==> config.mk <==
export PLATFORM = sky130hd
export DESIGN_NAME = eccop_amm_wbuf
export DESIGN_NICKNAME = d
export VERILOG_FILES = /design/src/rtl/eccop_amm_wbuf.sv
export SDC_FILE = /design/constraint.sdc
export NUM_CORES = 1
export LEC_CHECK = 0
export ABC_CLOCK_PERIOD_IN_PS = 19650
export CAP_MARGIN = 20
export CORE_MARGIN = 2
export CORE_UTILIZATION = 58
export DETAILED_ROUTE_END_ITERATION = 10
export PLACE_DENSITY = 0.9
export SETUP_SLACK_MARGIN = 0.05
export SYNTH_ARGS = -nofsm -noshare
export SYNTH_HDL_FRONTEND = slang
export SYNTH_SLANG_ARGS = --single-unit
==> constraint.sdc <==
create_clock -name hclk -period 19.65 [get_ports hclk]
set_input_delay 3.93 -clock hclk [delete_from_list [all_inputs] [get_ports hclk]]
set_output_delay 3.93 -clock hclk [all_outputs]
set_load 0.005 [all_outputs]
==> src/rtl/eccop_amm_wbuf.sv <==
// Posted-write buffer between the AHB-to-AMM bridge and the ECC engine: writes retire at zero waits,
// reads wait for the buffer to drain. Optional occupancy statistics under `ECCOP_WBUF_STATS_EN.
module eccop_amm_wbuf #(
  parameter int P_DEPTH = 4,
  parameter int P_AW    = 32
) (
  input  logic                  hclk,
  input  logic                  hresetn,
  input  logic [P_AW-1:0]       s_address,
  input  logic [31:0]           s_writedata,
  input  logic [3:0]            s_byteenable,
  input  logic                  s_write,
  input  logic                  s_read,
  output logic [31:0]           s_readdata,
  output logic                  s_waitrequest,
  output logic [P_AW-1:0]       m_address,
  output logic [31:0]           m_writedata,
  output logic [3:0]            m_byteenable,
  output logic                  m_write,
  output logic                  m_read,
  input  logic [31:0]           m_readdata,
  input  logic                  m_waitrequest
`ifdef ECCOP_WBUF_STATS_EN
  ,
  output logic [$clog2(P_DEPTH):0] wbuf_level,
  output logic [$clog2(P_DEPTH):0] wbuf_hiwater
`endif
);

  localparam int LP_PW = $clog2(P_DEPTH) + 1;

  typedef enum logic [1:0] {
    ST_IDLE,
    ST_RD_ISSUE,
    ST_RD_DONE
  } state_t;

  state_t            r_state;
  state_t            w_state_nxt;

  logic [P_AW-1:0]   r_fifo_addr [P_DEPTH];
  logic [31:0]       r_fifo_data [P_DEPTH];
  logic [3:0]        r_fifo_be   [P_DEPTH];

  logic [LP_PW-1:0]  r_wptr;
  logic [LP_PW-1:0]  r_rptr;
  logic [LP_PW-1:0]  w_wptr_nxt;
  logic [LP_PW-1:0]  w_rptr_nxt;
  logic [LP_PW-2:0]  w_widx;
  logic [LP_PW-2:0]  w_ridx;
  logic [P_AW-1:0]   r_rd_addr;
  logic [31:0]       r_rdata;

  logic              w_empty;
  logic              w_full;
  logic              w_push;
  logic              w_pop;
  logic              w_rd_start;
  logic              w_rd_capture;

  assign w_widx  = r_wptr[LP_PW-2:0];
  assign w_ridx  = r_rptr[LP_PW-2:0];
  assign w_empty = (r_wptr == r_rptr);
  assign w_full  = (r_wptr[LP_PW-1] != r_rptr[LP_PW-1]) &&
                   (r_wptr[LP_PW-2:0] == r_rptr[LP_PW-2:0]);

  // Full comes from registered pointers only, so a same-cycle pop never releases a stalled write.
  assign w_push     = s_write && !w_full;
  assign m_write    = !w_empty && (r_state != ST_RD_ISSUE);
  assign w_pop      = m_write && !m_waitrequest;
  assign w_wptr_nxt = r_wptr + {{(LP_PW-1){1'b0}}, w_push};
  assign w_rptr_nxt = r_rptr + {{(LP_PW-1){1'b0}}, w_pop};

  assign m_read        = (r_state == ST_RD_ISSUE);
  assign m_address     = m_read ? r_rd_addr : r_fifo_addr[w_ridx];
  assign m_writedata   = r_fifo_data[w_ridx];
  assign m_byteenable  = m_read ? 4'hF : r_fifo_be[w_ridx];
  assign s_readdata    = r_rdata;
  assign s_waitrequest = s_read ? (r_state != ST_RD_DONE) : w_full;

  always_ff @(posedge hclk) begin
    if (w_push) begin
      r_fifo_addr[w_widx] <= s_address;
      r_fifo_data[w_widx] <= s_writedata;
      r_fifo_be[w_widx]   <= s_byteenable;
    end
  end

  always_ff @(posedge hclk or negedge hresetn) begin
    if (!hresetn) begin
      r_wptr    <= '0;
      r_rptr    <= '0;
      r_state   <= ST_IDLE;
      r_rd_addr <= '0;
      r_rdata   <= '0;
    end else begin
      r_wptr  <= w_wptr_nxt;
      r_rptr  <= w_rptr_nxt;
      r_state <= w_state_nxt;
      if (w_rd_start) begin
        r_rd_addr <= s_address;
      end
      if (w_rd_capture) begin
        r_rdata <= m_readdata;
      end
    end
  end

  // A read only starts once every earlier write has left for the engine.
  always_comb begin
    w_state_nxt  = r_state;
    w_rd_start   = 1'b0;
    w_rd_capture = 1'b0;
    unique case (r_state)
      ST_IDLE: begin
        if (s_read && w_empty && !s_write) begin
          w_rd_start  = 1'b1;
          w_state_nxt = ST_RD_ISSUE;
        end
      end
      ST_RD_ISSUE: begin
        if (!m_waitrequest) begin
          w_rd_capture = 1'b1;
          w_state_nxt  = ST_RD_DONE;
        end
      end
      ST_RD_DONE: begin
        w_state_nxt = ST_IDLE;
      end
      default: begin
        w_state_nxt = ST_IDLE;
      end
    endcase
  end

`ifdef ECCOP_WBUF_STATS_EN
  logic [LP_PW-1:0] r_level;
  logic [LP_PW-1:0] r_hiwater;
  logic [LP_PW-1:0] w_level_nxt;

  // Pointer difference modulo 2*P_DEPTH is the occupancy after this edge.
  assign w_level_nxt  = w_wptr_nxt - w_rptr_nxt;
  assign wbuf_level   = r_level;
  assign wbuf_hiwater = r_hiwater;

  always_ff @(posedge hclk or negedge hresetn) begin
    if (!hresetn) begin
      r_level   <= '0;
      r_hiwater <= '0;
    end else begin
      r_level <= w_level_nxt;
      if (w_level_nxt > r_hiwater) begin
        r_hiwater <= w_level_nxt;
      end
    end
  end
`endif

endmodule

==> reports/results.txt <==
run status -> finished, final reports clean
Slew headroom -> 0.264
Initial Utilization -> 0.586
Critical Path Max Stage Delay -> 560 ps
CP most frequent cell -> clkdlybuf4s50_1
fraction of layout cells with a size suffix above 1 -> 0.231
WP data required -> 15720 ps
htree depth -> 2
Wirelength per Cell -> 22.9 um
Setup TNS Final -> 0 ps
total CTS buffers -> 36
Final Setup Violations -> 0
Placement Rows -> 55
LEAKAGE -> 0.00602 uW
CP bufs+invs -> 2
EDFF count, synth -> 272
Reg clk slew, reported paths -> 60 ps
Syn. warnings -> 0
Die Wd -> 155 um
most common flop cell mapped by yosys -> edfxtp_1
area grow syn2layout -> 26.4%
Reg2Reg Launch Point -> r_rptr[0]$_DFF_PN0_
cell area after synthesis -> 0.0131 mm^2
final core occ -> 0.740
Clock Root Buffer -> clkbuf_16
#FFs+latches synth -> 344
number of nets with antenna violations after routing -> 0
final net count -> 968
power density cells -> 160 mW/mm^2
Antenna Cells -> 0
gr usage total -> 0.231
Die H -> 155 um
final hold vios -> 0
most instantiated library cell after synthesis -> edfxtp_1
CP startpoint kind -> input pin
Reg2Reg Depth -> 6
WHS Path Cells -> 1
biggest area consumer among synthesized cells -> edfxtp_1
post-synth top area share -> 0.621
hold buffers post-CTS -> 0
Fin Hold WS -> 505 ps
R2R setup slack -> 16000 ps
largest net degree at the start of global routing -> 73
Worst-Margin Slew -> 1100 ps
DRC viols -> 0
RD Place Congestion -> 0.718
Worst EP arrival -> 5300 ps
die area -> 0.0239 mm^2
Final Power -> 2660 uW
Crit Path Max Fanout -> 3
detailed placement HPWL -> 15200 um
Seq/Total Area, Yosys -> 0.759
syn avg cell area -> 20.7 um^2
Final Cycle Share -> 0.470
total wire length -> 26800 um
Hold Path Sink -> s_readdata[11]$_DFFE_PN0P_
maximum operating frequency -> 0.108 GHz
Min-Delay Path Class -> flop to flop
Starting DRT DRC Count -> 465
Pre-antenna DRT Iters -> 5
GR Overflow Total -> 0
RSZ-0062 raised after global routing -> false
max cap viols -> 0
Async SR Flop Fraction -> 0.209
clock buffer depth -> 3
CTS tree -> yes
initial antenna violation count -> 0
final critical-path required period -> 9230 ps
first-pass GRT wire length -> 41600 um
CP max-delay cell -> clkdlybuf4s50_1
Max IR drop VDD -> 0.105 mV
I/O Pins -> 208
top cells by area, synth -> edfxtp_1, dfrtp_1, mux4_2
crit end category -> output pin
clock net sink count -> 344
port bufs -> 207
CP cell instances -> clkdlybuf4s50_1 > o41ai_1 > clkdlybuf4s50_1
# Post-CTS Setup Buffers -> 0
worst hold start -> s_readdata[11]$_DFFE_PN0P_
vias in the first global route -> 7240
Post-synth top cells -> edfxtp_1, nand2_1, dfrtp_1
Mapped Cells -> 636
Crit Path Class -> input pin to output pin
vias -> 6701
clk_skew -> 29.2 ps
count of unique library cells instantiated by Yosys -> 31
Vias/cell -> 5.72
Critical R2R Capture -> r_fifo_data[3][22]$_DFFE_PP_
Clock Latency Late Sink -> 510 ps
Post-CTS Resized -> 0
Mapped Nets -> 745
Core Area -> 0.0224 mm^2
family with the most delay on the worst path -> buffers and inverters
fin. max-slew vios -> 0
==> worst max path at each step <==
stage | from | end | slack (ps) | cells past startpoint
detailed placement | s_read | s_waitrequest | 10440 | 3
global route | s_read | s_waitrequest | 10330 | 3
floorplan | s_write | r_fifo_addr[2][0]$_DFFE_PP_ | 10050 | 2
finish | s_read | s_waitrequest | 10420 | 3
CTS | s_read | s_waitrequest | 10420 | 3
global placement | s_read | s_waitrequest | 10450 | 3
==> metal layers <==
metal | vias up | track usage | wire (um)
li1 | 2939 | - | -
met1 | 3483 | 0.312 | 10600
met2 | 233 | 0.384 | 13700
met3 | 46 | 0.0546 | 1950
met4 | 0 | 0.0635 | 562
met5 | - | 0 | 0
==> registers in the layout, indices dropped and copies added (netlist names) <==
name / cells
r_fifo_addr: 128
r_fifo_data: 128
r_rd_addr: 32
s_readdata: 32
r_fifo_be: 16
r_rptr: 3
r_wptr: 3
r_state: 2
==> worst reg2reg max path, cell delays in order (launching register included) <==
cell and delay [ps]:
dfrtp_4 820, buf_4 790, xor2_1 420, o31ai_2 160, inv_1 110, and3_4 170, buf_4 750
==> report_power, final <==
| group | leakage, uW | internal [uW] | switching [uW] |
|---|---|---|---|
| combinational | 0.00210 | 540 | 363 |
| sequential | 0.00337 | 1010 | 123 |
| clock | 0.000544 | 369 | 261 |
==> final cells by class <==
type / count / area, um^2
clock inverter: 12 / 97.6
inverter: 3 / 11.3
clock buffer: 53 / 1000
timing repair buffer: 215 / 2150
multi-input combinational: 259 / 3010
fill: 1249 / 5820
tap: 285 / 357
sequential: 344 / 9980
==> metrics by stage <==
stage / instances / setup WS (ps) / area [um^2]
2_1_floorplan: 636 / 10050 / 13100
3_3_place_gp: 1105 / 10450 / 15500
3_5_place_dp: 1105 / 10440 / 15500
4_1_cts: 1170 / 10420 / 16600
5_1_grt: 1171 / 10330 / 16600
6_report: 1171 / 10420 / 16600
==> cell usage in the layout (no fill, tap or decap), types with 2 or more instances in the layout <==
cell type        netlist  layout
or2_1                  3       3
clkbuf_16              0      36
nor3b_2                0       2
dfrtp_4                0       2
dfrtp_1               72      70
clkinv_1               0       2
buf_4                 10       8
xnor2_1                2       2
xor2_1                 4       4
ha_1                   4       4
clkbuf_1               8      13
clkdlybuf4s50_1        0     206
clkbuf_8               0       4
mux4_2                68      68
mux2_2                35      35
nand2_1               98      98
edfxtp_1             272     272
mux2_4                29      29
clkinv_2               0       7
inv_1                  3       2
==> kinds of logic after synthesis <==
family | after synthesis | synth area share
xor+xnor | 7 | 0.00524
flops | 344 | 0.759
fa+ha+maj | 4 | 0.00381
compound gates | 5 | 0.00295
simple gates | 111 | 0.0352
mux | 132 | 0.180
buf+inv | 33 | 0.0146
(Power assumes the default switching activity.)
